[config.mk]
export PLATFORM = sky130hd
export DESIGN_NAME = phase_2b_unshift
export DESIGN_NICKNAME = d
export VERILOG_FILES = /design/src/rtl/phase_pkg.sv /design/src/rtl/phase_pipe_stage.sv /design/src/rtl/phase_2b_unshift.sv
export SDC_FILE = /design/constraint.sdc
export NUM_CORES = 1
export LEC_CHECK = 0
export CAP_MARGIN = 25
export CORE_MARGIN = 2
export CORE_UTILIZATION = 40
export DETAILED_ROUTE_END_ITERATION = 10
export PLACE_DENSITY_LB_ADDON = 0.08
export SYNTH_ARGS = -nofsm -noshare
export SYNTH_HDL_FRONTEND = slang
export SYNTH_SLANG_ARGS = --single-unit
[constraint.sdc]
create_clock -name clk -period 3.7 [get_ports clk]
set_clock_uncertainty 0.15 [all_clocks]
set_input_delay 0.925 -clock clk [delete_from_list [all_inputs] [get_ports clk]]
set_output_delay 0.925 -clock clk [all_outputs]
set_load 0.02 [all_outputs]
[src/rtl/phase_pkg.sv]
// rtl/phase_pkg.sv - shared phase tag type and width-generic rotate helpers
package phase_pkg;

  typedef logic [1:0] phase_k_t;

  localparam int PHASE_MAX   = 3;
  // Widest word the rotate helpers handle; callers pass the live width.
  localparam int PHASE_W_MAX = 256;

  // Rotate the low `width` bits of `word` left by `amount`; upper bits return 0.
  function automatic logic [PHASE_W_MAX-1:0] rotl_bits(
    input logic [PHASE_W_MAX-1:0] word,
    input int                     amount,
    input int                     width
  );
    logic [PHASE_W_MAX-1:0] mask;
    logic [PHASE_W_MAX-1:0] w;
    int                     a;
    mask = {PHASE_W_MAX{1'b1}} >> (PHASE_W_MAX - width);
    w    = word & mask;
    a    = amount % width;
    if (a == 0) begin
      return w;
    end
    return ((w << a) | (w >> (width - a))) & mask;
  endfunction

  // Rotate right is rotate left by the complementary amount.
  function automatic logic [PHASE_W_MAX-1:0] rotr_bits(
    input logic [PHASE_W_MAX-1:0] word,
    input int                     amount,
    input int                     width
  );
    return rotl_bits(word, width - (amount % width), width);
  endfunction

endpackage

[src/rtl/phase_pipe_stage.sv]
// rtl/phase_pipe_stage.sv - one valid/ready register stage with conditional rotate-left by AMT
module phase_pipe_stage
  import phase_pkg::*;
#(
  parameter int W   = 64,
  parameter int AMT = 1,
  parameter int SEL = 0
) (
  input  logic         clk,
  input  logic         rst,
  input  logic         i_valid,
  output logic         o_ready,
  input  phase_k_t     i_k,
  input  logic [W-1:0] i_bits,
  output logic         o_valid,
  input  logic         i_ready,
  output logic [W-1:0] o_bits,
  output phase_k_t     o_k
);

  logic         r_valid;
  logic [W-1:0] r_bits;
  phase_k_t     r_k;
  logic         w_en;
  logic [W-1:0] w_rot;

  // Stage may load when empty or when its content leaves this cycle.
  assign w_en    = !r_valid || i_ready;
  assign o_ready = w_en;
  assign w_rot   = {i_bits[W-1-AMT:0], i_bits[W-1:W-AMT]};

  // Capture the word, rotated only when this stage's tag bit is set.
  always_ff @(posedge clk) begin
    if (rst) begin
      r_valid <= 1'b0;
      r_bits  <= '0;
      r_k     <= '0;
    end else if (w_en) begin
      r_valid <= i_valid;
      if (i_valid) begin
        r_bits <= i_k[SEL] ? w_rot : i_bits;
        r_k    <= i_k;
      end
    end
  end

  assign o_valid = r_valid;
  assign o_bits  = r_bits;
  assign o_k     = r_k;

endmodule

[src/rtl/phase_2b_unshift.sv]
// rtl/phase_2b_unshift.sv - two-stage rotate-left pipeline undoing the 2-bit phase shift
module phase_2b_unshift
  import phase_pkg::*;
#(
  parameter int BITSTREAM = 64,
  parameter int CNT_W     = 16
) (
  input  logic                 clk,
  input  logic                 rst,
  input  logic                 in_valid,
  output logic                 in_ready,
  input  phase_k_t             in_k,
  input  logic [BITSTREAM-1:0] in_bits,
  output logic                 out_valid,
  input  logic                 out_ready,
  output logic [BITSTREAM-1:0] out_bits,
  output phase_k_t             out_k,
  output logic [CNT_W-1:0]     xfer_cnt
);

  logic                 w_s1_valid;
  logic                 w_s1_ready;
  logic                 w_s2_ready;
  logic [BITSTREAM-1:0] w_s1_bits;
  phase_k_t             w_s1_k;
  logic                 w_s2_valid;
  logic [CNT_W-1:0]     r_xfer_cnt;

  // in_ready is combinational from out_ready through both stage enables.
  assign in_ready = w_s1_ready;

  phase_pipe_stage #(
    .W   (BITSTREAM),
    .AMT (1),
    .SEL (0)
  ) u_s1 (
    .clk     (clk),
    .rst     (rst),
    .i_valid (in_valid),
    .o_ready (w_s1_ready),
    .i_k     (in_k),
    .i_bits  (in_bits),
    .o_valid (w_s1_valid),
    .i_ready (w_s2_ready),
    .o_bits  (w_s1_bits),
    .o_k     (w_s1_k)
  );

  phase_pipe_stage #(
    .W   (BITSTREAM),
    .AMT (2),
    .SEL (1)
  ) u_s2 (
    .clk     (clk),
    .rst     (rst),
    .i_valid (w_s1_valid),
    .o_ready (w_s2_ready),
    .i_k     (w_s1_k),
    .i_bits  (w_s1_bits),
    .o_valid (w_s2_valid),
    .i_ready (out_ready),
    .o_bits  (out_bits),
    .o_k     (out_k)
  );

  assign out_valid = w_s2_valid;

  // Count completed output transfers, wrapping naturally at 2^CNT_W.
  always_ff @(posedge clk) begin
    if (rst) begin
      r_xfer_cnt <= '0;
    end else if (w_s2_valid && out_ready) begin
      r_xfer_cnt <= r_xfer_cnt + CNT_W'(1);
    end
  end

  assign xfer_cnt = r_xfer_cnt;

endmodule

# [Yosys cells after proc, flatten, opt, wreduce, memory -nomap -nowiden]
# Index checks and enable logic that the tools add are counted.
[word_totals] regBits=150 latchBits=0 ram_bits=0 romBits=0 input_bits=70 out_inout_bits=84 elab_cells=17 n_memories=0
[classes] add_sub_neg=1 multipliers=0 div_mod_pow=0 order_cmp=0 eq_ne=0 n_shift=0 mux=2 n_bitwise=0 reduce_logical=7
[op_table] op="two-way mux 64 bit" count=2
[op_table] op="adder 16 x 1 -> 16 bit (second input constant)" count=1
[op_table] op="AND reduction 2 bit" count=2
[op_table] op="logical NOT 1 bit" count=2
[op_table] op="logical OR 1 bit" count=2
[op_table] op="logical AND 1 bit" count=1

# [Depth between registers and ports, before layout]
[depth] depth_word=4 depth_mapped=6

# [Modules after synthesis]
# From an unflattened synthesis, not the netlist that was laid out.
[hier_totals] hier_cells=542 area_unflattened_um2=6195.9
[by_module_without_submodules] module="phase_pipe_stage" instances=2 cells_each=228 area_per_inst_um2=2730.1 seq_area_each_um2=1341.3
[by_module_without_submodules] module="phase_2b_unshift" instances=1 cells_each=86 area_per_inst_um2=735.7 seq_area_each_um2=320.3

# [Worst setup path before layout]
# No wires, ideal clock.
[synth_timing] path_kind="input-to-output" from="in out_ready" to="out in_ready" arrival_ns=1.336 t_required_ns=2.625 setup_slack_ns=1.289 path_stages=2 n_path_buf=0 cell_sequence="and2b_2 nand2_1"
[synth_via] elab_chain_cells=2
[synth_lines] element="start, declared" line="phase_2b_unshift.sv:15" source="input logic out_ready,"
[synth_lines] element="logical OR 1 bit (2 in a row)" line="phase_pipe_stage.sv:28" source="assign w_en = !r_valid || i_ready;"
[synth_lines] element="end, declared" line="phase_2b_unshift.sv:11" source="output logic in_ready,"
# No other way between the ends.

# [Worst setup path in the final report]
# Ends and elaborated chain as after synthesis.

==> flow_metrics.tcl <==
set metrics [dict create \
    status "complete, no violations" \
    initial_utilization_pct 40.93 \
    routed_wl_mm 15.46 \
    worst_pin_slew_ns 0.6638 \
    crit_fanout 4 \
    dieArea_um2 17290 \
    startpoint "out_ready" \
    hold_buffers 0 \
    synth-xor-area-share_pct 1.482 \
    seq_power_share_pct 43.9 \
    nets 870 \
    n_fill_cell 1446 \
    intPower_w 0.003086 \
    synth-warning-count 0 \
    synth_top_family_by_area "multiplexers" \
    rsz0062_at_grt "no" \
    gr-total-overflow 0 \
    p_sw_w 0.001034 \
    num_io_pins 154 \
    coreArea_um2 15890 \
    synth_mux_area_share_pct 20.32 \
    routed_via_density 5.129 \
    drc_errors 0 \
    rows 46 \
    clkPwrFrac_pct 41.5 \
    critical_path_class "in2out" \
    setup_viol 0 \
    num_vias 5267 \
    cts_htree_levels 4 \
    cts.path.max_buffers 2 \
    cts_tree "built" \
    insertion_delay_ns 0.42 \
    peakVddDrop_uv 331.2 \
    die_w_um 131.5 \
    post-cts-setup-buffers 0 \
    synth_compound_area_share_pct 15.72 \
    fin_crit_sh_pct 93.34 \
    final_cell_mix "clkdlybuf4s50_1 (151), dfxtp_1 (149), nor2_1 (145), mux2i_1 (132), a211oi_1 (128)" \
    final_common_cell "clkdlybuf4s50_1" \
    switching_share_pct 25.10 \
    ant_nets 0 \
    antenna_cells 0 \
    crit_top_cell "clkdlybuf4s50_1" \
    cap_violations 0 \
    synthSimpleGateAreaFrac_pct 11.45 \
    clkTransAtPathRegs_ns 0.06 \
    grt_pass1_wl_mm 25.69 \
    cts_resized 0 \
    hpwl_mm 10.59 \
    root_buffer "clkbuf_16" \
    powerDensity_nw_per_um2 469.9 \
    antenna_found_initial 0 \
    grt_usage_pct 18.05 \
    fmax_mhz 289.5 \
    port_buffers 153 \
    drt_iter0_drc 249 \
    report.final.hold_viol_count 0 \
    power_w 0.004121 \
    grt_max_degree 131 \
    synth_nets 745 \
    syn-cell-area_um2 6501 \
    drt_first_pass_iters 4 \
    pwr-share-comb_pct 14.6 \
    critPathMaxStageDelay_ns 0.60 \
    period_needed_ns 3.454 \
    tns_ns 0 \
    drv_slew 0 \
    worst_setup_path_end_kind "primary output" \
    r2r-end "u_s2.o_bits[32]" \
    area_growth_pct 34.87 \
    avgSynthCellArea_um2 9.646 \
    drive_above_1_share_pct 6.535 \
    rr_worst_depth 5 \
    multi_input_area_um2 3209 \
    cts_buffers 17 \
    worstReg2RegStart "u_s2.o_valid" \
    synth_cell_types 31 \
    r2r_setup_slack_ns 1.68 \
    crit_required_ns 2.62 \
    worstPathCellList "clkdlybuf4s50_1 > and2b_2 > nand2_1 > clkdlybuf4s50_1" \
    startpoint_type "primary input" \
    syn_inst 674 \
    wire_per_inst_um 15.05 \
    die_y_um 131.5 \
    leakage_nw 3.215 \
    gp_congestion 0.7366 \
    crit_path_end "in_ready" \
    seq_area_frac_synth_pct 46.19 \
    worstHoldPathType "reg2reg" \
    synthAdderAreaFrac_pct 0.1925 \
    cp_slowest_cell "clkdlybuf4s50_1" \
    arrival_ns 2.38 \
    grt_pass1_vias 5175 \
    regArea_um2 3007 \
    ys_ff_latch 150 \
    cts.sinks 150 \
    slew_headroom_pct 55.75 \
]
[worst max-delay path: cells and delay by family]
kind | cells | cell delay (ns)
simple gates | 2 | 0.37
buf+inv | 2 | 1.08
[power groups by stage]
stage                     clock (W)  sequential, W  combinational, W
after global placement            0        0.00184          0.000597
after global routing        0.00181        0.00182          0.000658
after detailed placement          0        0.00185          0.000607
after CTS                   0.00174        0.00181          0.000610
final                       0.00171        0.00181          0.000603
after floorplan                   0        0.00188          0.000313
[metal layers]
| layer | wire [um] | track usage [%] |
|---|---|---|
| met1 | 7266 | 23.49 |
| met2 | 7104 | 28.65 |
| met3 | 820 | 4.900 |
| met4 | 270 | 6.703 |
| met5 | 0 | 0 |
[kinds of logic after synthesis]
| group | Yosys count |
|---|---|
| flops | 150 |
| xor+xnor | 11 |
| fa+ha+maj | 1 |
| simple gates | 179 |
| buf+inv | 62 |
| mux | 132 |
| compound gates | 139 |
[cell usage after synthesis]
cell type | number | area (um^2)
a211oi_1 | 128 | 960.9
a21oi_1 | 6 | 30.03
a21oi_2 | 1 | 8.760
and2b_2 | 1 | 8.760
and4_1 | 2 | 17.52
and4_2 | 1 | 10.01
buf_1 | 3 | 11.26
buf_2 | 27 | 135.1
buf_4 | 9 | 67.56
clkbuf_1 | 21 | 78.83
clkbuf_2 | 1 | 5.000
dfxtp_1 | 150 | 3003
ha_1 | 1 | 12.51
inv_1 | 1 | 3.750
mux2i_1 | 132 | 1321
nand2_1 | 10 | 37.54
nand3_1 | 4 | 20.02
nand3_2 | 1 | 10.01
nand4_1 | 5 | 31.28
nor2_1 | 145 | 544.3
nor2b_2 | 1 | 8.760
nor3_1 | 3 | 15.01
nor4_1 | 1 | 6.260
o21ai_0 | 3 | 15.01
o31ai_1 | 1 | 7.510
or2_1 | 1 | 6.260
or3_1 | 1 | 6.260
or3_2 | 2 | 15.01
or4_1 | 1 | 7.510
xnor2_1 | 4 | 35.03
xor2_1 | 7 | 61.31
[state kept, by name, summed over array words and instances (netlist names)]
signal        cells
u_s1.o_bits      64
u_s1.o_k          2
u_s1.o_valid      1
u_s2.o_bits      64
u_s2.o_k          2
u_s2.o_valid      1
xfer_cnt         16
[metrics by stage]
step                cell area, um^2  hold slack [ns]  setup WS (ns)  std cells  utilization [%]
detailed placement             8184           0.3310         0.2532        996            51.52
floorplan                      6501           0.3101          1.289        674                -
global route                   8768           0.3665         0.2159       1027            55.20
finish                         8768           0.3336         0.2463       1027            55.20
CTS                            8768           0.3393         0.2457       1027            55.20
global placement               8184           0.3100         0.2589        996            51.52
[worst min path at each step]
| stage | slack, ns | start | endpoint | depth (start not counted) |
|---|---|---|---|---|
| finish | 0.33 | xfer_cnt[15] | xfer_cnt[15] | 2 |
| global route | 0.37 | u_s2.o_bits[19] | u_s2.o_bits[19] | 2 |
| CTS | 0.34 | xfer_cnt[15] | xfer_cnt[15] | 2 |
| detailed placement | 0.33 | xfer_cnt[15] | xfer_cnt[15] | 2 |
| global placement | 0.31 | xfer_cnt[15] | xfer_cnt[15] | 2 |
| floorplan | 0.31 | u_s1.o_k[0] | u_s1.o_k[0] | 2 |
[layout make-up]
cell class              instances  share of cell area [%]
flip-flops and latches        150                   34.29
clock buffers                  23                   5.565
inverters                       1                 0.04281
multi-input cells             462                   36.60
repair buffers                167                   19.32
well taps                     216                   3.082
clock inverters                 8                   1.099
Power figures use the tool's default switching activity.
